$ cat src/rtl/cpu_pkg.sv
// Shared types and constants for the multicycle RV32I-subset control path.
package cpu_pkg;

    typedef enum logic [3:0] {
        S_FETCH,
        S_DECODE,
        S_EXEC_R,
        S_EXEC_I,
        S_ALU_WB,
        S_MEM_ADR,
        S_MEM_RD,
        S_MEM_WB,
        S_MEM_WR,
        S_BRANCH,
        S_JAL,
        S_JAL_PC,
        S_LUI,
        S_FAULT
    } state_t;

    localparam logic [6:0] OP_R      = 7'b0110011;
    localparam logic [6:0] OP_I      = 7'b0010011;
    localparam logic [6:0] OP_LOAD   = 7'b0000011;
    localparam logic [6:0] OP_STORE  = 7'b0100011;
    localparam logic [6:0] OP_BRANCH = 7'b1100011;
    localparam logic [6:0] OP_JAL    = 7'b1101111;
    localparam logic [6:0] OP_LUI    = 7'b0110111;

    typedef enum logic [2:0] {
        ALU_ADD   = 3'b000,
        ALU_SUB   = 3'b001,
        ALU_AND   = 3'b010,
        ALU_OR    = 3'b011,
        ALU_SLT   = 3'b101,
        ALU_PASSB = 3'b110
    } alu_ctrl_t;

    typedef enum logic [2:0] {
        IMM_I = 3'b000,
        IMM_S = 3'b001,
        IMM_B = 3'b010,
        IMM_J = 3'b011,
        IMM_U = 3'b100
    } imm_src_t;

    // ALU operand A select
    localparam logic [1:0] SRCA_PC    = 2'b00;
    localparam logic [1:0] SRCA_OLDPC = 2'b01;
    localparam logic [1:0] SRCA_RS1   = 2'b10;

    // ALU operand B select
    localparam logic [1:0] SRCB_RS2   = 2'b00;
    localparam logic [1:0] SRCB_IMM   = 2'b01;
    localparam logic [1:0] SRCB_FOUR  = 2'b10;

    // Result bus select
    localparam logic [1:0] RES_ALUOUT = 2'b00;
    localparam logic [1:0] RES_MEM    = 2'b01;
    localparam logic [1:0] RES_ALU    = 2'b10;

endpackage

$ cat src/rtl/multicycle_ctrl_alu_decoder.sv
// Combinational ALU operation decoder for R-type and I-type arithmetic.
module alu_decoder
    import cpu_pkg::*;
(
    input  logic [2:0] funct3,
    input  logic       funct7_5,
    input  logic       op_is_r,
    output logic [2:0] alu_ctrl,
    output logic       illegal
);

    // Map funct3/funct7_5 onto the supported ops; anything else is illegal.
    always_comb begin
        // NOTE: every output gets a default first so no path leaves a latch behind.
        alu_ctrl = ALU_ADD;
        illegal  = 1'b0;
        case (funct3)
            3'b000:  alu_ctrl = (op_is_r && funct7_5) ? ALU_SUB : ALU_ADD;
            3'b010:  alu_ctrl = ALU_SLT;
            3'b110:  alu_ctrl = ALU_OR;
            3'b111:  alu_ctrl = ALU_AND;
            default: illegal  = 1'b1;
        endcase
        // R-type only defines funct7_5 for add/sub; I-type ignores it.
        if (op_is_r && funct7_5 && funct3 != 3'b000) begin
            illegal = 1'b1;
        end
    end

endmodule

$ cat src/rtl/multicycle_ctrl.sv
// Control FSM for a multicycle RV32I-subset datapath with memory wait timeout.
module multicycle_ctrl
    import cpu_pkg::*;
#(
    parameter int MEM_WAIT_MAX = 15
) (
    input  logic       clk,
    input  logic       rst,
    input  logic [6:0] opcode,
    input  logic [2:0] funct3,
    input  logic       funct7_5,
    input  logic       Zero,
    input  logic       mem_ready,
    output logic       mem_req,
    output logic       mem_we,
    output logic       AdrSrc,
    output logic       IRWrite,
    output logic       PCWrite,
    output logic       RegWrite,
    output logic [1:0] ALUsrcA,
    output logic [1:0] ALUsrcB,
    output logic [2:0] ALUctrl,
    output logic [2:0] ImmSrc,
    output logic [1:0] ResultSrc,
    output logic       fault,
    output logic       retire
);

    state_t     state;
    logic [7:0] wait_cnt;
    logic [2:0] dec_ctrl;
    logic       dec_illegal;
    logic       wait_expired;
    logic       branch_ok;

    alu_decoder u_alu_decoder (
        .funct3   (funct3),
        .funct7_5 (funct7_5),
        .op_is_r  (state == S_EXEC_R),
        .alu_ctrl (dec_ctrl),
        .illegal  (dec_illegal)
    );

    // The last permitted cycle without mem_ready; mem_ready in that cycle still wins.
    assign wait_expired = (wait_cnt == 8'(MEM_WAIT_MAX - 1)) && !mem_ready;
    assign branch_ok    = (funct3[2:1] == 2'b00);

    // State register and wait counter; the counter restarts whenever a wait state is left or entered.
    always_ff @(posedge clk) begin
        // NOTE: sequential state uses non-blocking assignments so all registers update together.
        if (rst) begin
            state    <= S_FETCH;
            wait_cnt <= '0;
        end else begin
            wait_cnt <= '0;
            case (state)
                S_FETCH, S_MEM_RD, S_MEM_WR: begin
                    if (mem_ready) begin
                        state <= (state == S_FETCH)  ? S_DECODE :
                                 (state == S_MEM_RD) ? S_MEM_WB : S_FETCH;
                    end else if (wait_expired) begin
                        state <= S_FAULT;
                    end else begin
                        wait_cnt <= wait_cnt + 8'd1;
                    end
                end
                S_DECODE: begin
                    case (opcode)
                        OP_R:              state <= S_EXEC_R;
                        OP_I:              state <= S_EXEC_I;
                        OP_LOAD, OP_STORE: state <= S_MEM_ADR;
                        OP_BRANCH:         state <= S_BRANCH;
                        OP_JAL:            state <= S_JAL;
                        OP_LUI:            state <= S_LUI;
                        default:           state <= S_FAULT;
                    endcase
                end
                S_EXEC_R, S_EXEC_I: state <= dec_illegal ? S_FAULT : S_ALU_WB;
                S_MEM_ADR: begin
                    if (funct3 != 3'b010) state <= S_FAULT;
                    else                  state <= (opcode == OP_STORE) ? S_MEM_WR : S_MEM_RD;
                end
                S_BRANCH:                   state <= branch_ok ? S_FETCH : S_FAULT;
                S_JAL:                      state <= S_JAL_PC;
                S_ALU_WB, S_MEM_WB,
                S_JAL_PC, S_LUI:            state <= S_FETCH;
                S_FAULT:                    state <= S_FAULT;
                default:                    state <= S_FAULT;
            endcase
        end
    end

    // Output decode: Moore on state, plus mem_ready in FETCH and Zero/funct3 in BRANCH.
    always_comb begin
        mem_req   = 1'b0;
        mem_we    = 1'b0;
        AdrSrc    = 1'b0;
        IRWrite   = 1'b0;
        PCWrite   = 1'b0;
        RegWrite  = 1'b0;
        ALUsrcA   = SRCA_PC;
        ALUsrcB   = SRCB_RS2;
        ALUctrl   = ALU_ADD;
        ImmSrc    = IMM_I;
        ResultSrc = RES_ALUOUT;
        fault     = 1'b0;
        retire    = 1'b0;
        if (!rst) begin
            case (state)
                S_FETCH: begin
                    mem_req   = 1'b1;
                    ALUsrcB   = SRCB_FOUR;
                    ResultSrc = RES_ALU;
                    IRWrite   = mem_ready;
                    PCWrite   = mem_ready;
                end
                S_DECODE: begin
                    ALUsrcA = SRCA_OLDPC;
                    ALUsrcB = SRCB_IMM;
                    ImmSrc  = IMM_B;
                end
                S_EXEC_R: begin
                    ALUsrcA = SRCA_RS1;
                    ALUctrl = dec_ctrl;
                end
                S_EXEC_I: begin
                    ALUsrcA = SRCA_RS1;
                    ALUsrcB = SRCB_IMM;
                    ALUctrl = dec_ctrl;
                end
                S_ALU_WB: begin
                    RegWrite = 1'b1;
                    retire   = 1'b1;
                end
                S_MEM_ADR: begin
                    ALUsrcA = SRCA_RS1;
                    ALUsrcB = SRCB_IMM;
                    ImmSrc  = (opcode == OP_STORE) ? IMM_S : IMM_I;
                end
                S_MEM_RD: begin
                    mem_req = 1'b1;
                    AdrSrc  = 1'b1;
                end
                S_MEM_WB: begin
                    RegWrite  = 1'b1;
                    ResultSrc = RES_MEM;
                    retire    = 1'b1;
                end
                S_MEM_WR: begin
                    mem_req = 1'b1;
                    mem_we  = 1'b1;
                    AdrSrc  = 1'b1;
                    retire  = mem_ready;
                end
                S_BRANCH: begin
                    ALUsrcA = SRCA_RS1;
                    ALUctrl = ALU_SUB;
                    PCWrite = branch_ok && (Zero ^ funct3[0]);
                    retire  = branch_ok;
                end
                S_JAL: begin
                    ALUsrcA   = SRCA_OLDPC;
                    ALUsrcB   = SRCB_FOUR;
                    ResultSrc = RES_ALU;
                    RegWrite  = 1'b1;
                end
                S_JAL_PC: begin
                    ALUsrcA   = SRCA_OLDPC;
                    ALUsrcB   = SRCB_IMM;
                    ImmSrc    = IMM_J;
                    ResultSrc = RES_ALU;
                    PCWrite   = 1'b1;
                    retire    = 1'b1;
                end
                S_LUI: begin
                    ALUsrcB   = SRCB_IMM;
                    ALUctrl   = ALU_PASSB;
                    ImmSrc    = IMM_U;
                    ResultSrc = RES_ALU;
                    RegWrite  = 1'b1;
                    retire    = 1'b1;
                end
                S_FAULT: fault = 1'b1;
                default: fault = 1'b1;
            endcase
        end
    end

endmodule

$ cat config.mk
export PLATFORM = sky130hd
export DESIGN_NAME = multicycle_ctrl
export DESIGN_NICKNAME = d
export VERILOG_FILES = /design/src/rtl/cpu_pkg.sv /design/src/rtl/multicycle_ctrl_alu_decoder.sv /design/src/rtl/multicycle_ctrl.sv
export SDC_FILE = /design/constraint.sdc
export NUM_CORES = 1
export LEC_CHECK = 0
export CAP_MARGIN = 20
export CORE_MARGIN = 2
export CORE_UTILIZATION = 27
export CTS_BUF_LIST = sky130_fd_sc_hd__clkbuf_4
export DETAILED_ROUTE_END_ITERATION = 10
export HOLD_SLACK_MARGIN = 0.02
export PLACE_DENSITY = 0.52
export SLEW_MARGIN = 20
export SYNTH_ARGS = -nofsm -noshare
export SYNTH_HDL_FRONTEND = slang
export SYNTH_SLANG_ARGS = --single-unit
$ cat constraint.sdc
create_clock -name clk -period 1.5 [get_ports clk]
set_input_delay 0.45 -clock clk [delete_from_list [all_inputs] [get_ports clk]]
set_output_delay 0.45 -clock clk [all_outputs]
set_load 0.1 [all_outputs]
==> run summary <==
RSZ-0062 raised after global routing: true
Clock sink count: 12
Worst R2R Path Depth: 8
Failing checks: setup timing
Leak Pwr: 0.00121 uW
Crit-path max cell delay: 0.38 ns
Simple-Gate Fraction of Synth Area: 39.4%
Worst hold path endpoint: wait_cnt[0]
Ratio of cells with drive above 1 in the final layout: 66.8%
Nets@finish: 292
Worst min path class: reg2reg
Final Slew Violations: 0
Final worst slack: -0.555 ns
Crit-path slowest cell: dfxtp_4
Hold Startpoint: wait_cnt[0]
Gpl congestion: 0.777
Rel. slew slack: 67.0%
Flop pwr share: 11.3%
Num CTS Buffers: 3
Top-level I/O count: 35
Max-Cap Viols: 0
Status: finished with violations
All-Layer GR Usage: 19.3%
Via-to-Cell Ratio: 5.23
Reg-to-reg endpoint: wait_cnt[7]
Clk network pwr share: 5.5%
Full die area: 0.00511 mm^2
Switch share: 49.3%
Layout area overhead: 148%
Max rail drop VDD: 0.656 mV
Crit-path max FO: 6
Pin count of the biggest net entering global routing: 14
Router iterations before antenna repair: 4
Buf+Inv Stages, Crit Path: 2
Hold_buf cts: 0
Sw power: 2000 uW
Post-synthesis sequential area ratio: 19.5%
Die width: 71.5 um
Hold depth: 1
Ordered cell list for the critical path: buf_6, nor2_4, and2_4, nand2_4, a211oi_4, buf_12
H-tree depth: 1
First-pass GRT wire length: 7980 um
Die Y: 71.5 um
Gr ovfl total: 0
Required time of the critical path: 1.05 ns
Synth Area in XOR/XNOR: 5.70%
Arrival @ worst endpoint: 1.61 ns
FFs w/ async S/R, synth: 0%
Adder-cell share of the synthesized area: 2.03%
Clock Skew: 0.00416 ns
Pwr Density: 1330 mW/mm^2
Hold Slack: 0.488 ns
ANT cells: 0
Max Fclk: 487 MHz
Tcrit/Tclk final: 137%
Compound-Gate Fraction of Synth Area: 25.7%
Final core occ: 69.5%
Final TNS setup: -11.94 ns
Mux share of post-synthesis cell area: 0.814%
Synthesized instance count: 166
Synthesized area per cell: 7.41 um^2
FF-to-FF Start: state[1]
Post-synth top area share: 19.5%
Rows: 24
Initial antenna violation count: 0
Top cell family by delay on the critical path: flip-flops
Post-synth EDFFs: 0
IO buf count: 34
Largest family of logic cells by synthesized area: simple AND/OR/NAND/NOR gates
Clock slew at reported path FFs: 0.07 ns
Core area: 0.00438 mm^2
Top cell type by total area after synthesis: dfxtp_1
FF-to-FF setup slack: -0.21 ns
Skew-Pair Late Insertion Delay: 0.27 ns
Syn. warnings: 0
Met3 WL post-DR: 174 um
CTS tree: built
Final setup violation count: 32
DR WL/cell: 15.7 um
Routed wl met2: 2760 um
Wire length on met1: 2070 um
Dominant cells by area after synthesis: dfxtp_1, nor2_1, nand2_1
CP Class: reg2out
Starting Density: 28.1%
Pint: 2050 uW
Clk buf depth: 2
Final Hold Viols: 0
Critical Path Sink Type: output pin
Number of global-route vias before repair: 1727
Comb pwr share: 83.2%
Starting DRT DRC Count: 87
Worst setup SP type: register
Post-Route WL: 5120 um
DR vias: 1706
Main synth FF type: dfxtp_1
Min Tclk post-route: 2.06 ns
Count of cell types in the netlist: 53
Mapped cell area: 0.00123 mm^2
Uppermost layer routed: met4
Synth Net Count: 183
# DRC: 0
Slew @ Worst Pin: 0.492 ns
CTS root buffer: clkbuf_4
Post-route ant nets: 0
Yosys reg bits: 12
Detailed Place HPWL: 3490 um
-- metal layers --
| metal | up-vias | track usage (%) |
|---|---|---|
| met2 | 45 | 36.5 |
| met4 | 0 | 2.73 |
| met1 | 827 | 23.4 |
| li1 | 824 | - |
| met5 | - | 0 |
| met3 | 10 | 2.81 |
-- worst reg2reg max path: cells and delay by family (launching register included) --
family | cells | cell delay, ns
AO/OA/AOI/OAI | 1 | 0.19
buffers and inverters | 4 | 0.56
flip-flops | 1 | 0.37
AND/OR/NAND/NOR | 3 | 0.53
-- state kept, by name (all words and copies together), names as in the netlist --
signal and flops:
state 4, wait_cnt 8
-- cell usage after synthesis, types with 4 or more instances --
cell     instances
xnor2_1          4
nor3_1           8
o21ai_0          4
a21oi_1          8
inv_1            4
nand2_1         15
nor2b_1          8
nor2_1          21
xor2_1           4
a31oi_1          5
buf_2            7
nand3_1          6
dfxtp_1         12
-- final cells by class --
cell class / instances / area [um^2]
Clock buffer: 4 / 30.0
Inverter: 5 / 22.5
Multi-Input combinational cell: 137 / 1410
Sequential cell: 12 / 255
Timing Repair Buffer: 116 / 1270
Fill cell: 323 / 1340
Tap cell: 52 / 65.1
-- power groups by stage --
| stage | logic (uW) | registers (uW) | clock network (uW) |
|---|---|---|---|
| 2_1_floorplan | 1800 | 401 | 0 |
| 6_report | 3370 | 457 | 224 |
| 3_3_place_gp | 2580 | 472 | 0 |
| 3_5_place_dp | 2610 | 475 | 0 |
| 4_1_cts | 2990 | 459 | 231 |
| 5_1_grt | 3540 | 464 | 246 |
-- per-stage QoR --
step | setup slack [ns] | total power (uW) | area (um^2) | cells
5_1_grt | -0.615 | 4250 | 3050 | 326
3_5_place_dp | -0.833 | 3080 | 2500 | 298
2_1_floorplan | -0.748 | 2200 | 1600 | 166
4_1_cts | -0.578 | 3680 | 2830 | 318
6_report | -0.555 | 4050 | 3050 | 326
3_3_place_gp | -0.819 | 3050 | 2500 | 298
-- worst max path at each step --
stage	cells past startpoint	endpoint	from	slack, ns
after floorplan	4	ImmSrc[1]	state[3]	-0.75
after global placement	6	retire	funct3[1]	-0.82
after detailed placement	6	retire	funct3[1]	-0.83
after CTS	5	ALUctrl[0]	state[0]	-0.58
after global routing	6	PCWrite	state[0]	-0.62
final	6	PCWrite	state[0]	-0.56
-- cells in the final DEF (no fill, tap or decap), types with 4 or more instances in the layout --
cell | synthesis | routed
a211oi_4 | 1 | 4
a21oi_4 | 0 | 4
a31oi_1 | 5 | 4
buf_12 | 0 | 23
buf_2 | 7 | 5
buf_4 | 1 | 58
buf_6 | 1 | 18
clkbuf_4 | 0 | 4
dfxtp_1 | 12 | 8
dfxtp_4 | 0 | 4
dlygate4sd2_1 | 0 | 6
nand2_1 | 15 | 12
nand3_1 | 6 | 4
nor2_1 | 21 | 9
nor2_4 | 0 | 10
nor2b_4 | 0 | 4
nor3_4 | 0 | 5
xnor2_1 | 4 | 4
-- kinds of logic after synthesis --
| group | Yosys count |
|---|---|
| AND/OR/NAND/NOR | 84 |
| AO/OA/AOI/OAI | 42 |
| buffers and inverters | 17 |
| flip-flops | 12 |
| XOR/XNOR | 8 |
| adder cells (fa/ha/maj) | 2 |
| multiplexers | 1 |
-- repair_timing --
action	in CTS	in global routing
resized for setup	76	32
endpoints found under the setup margin	32	32
buffers inserted	15	9
pin swaps	33	15
cloned	1	0
Power figures use the tool's default switching activity.
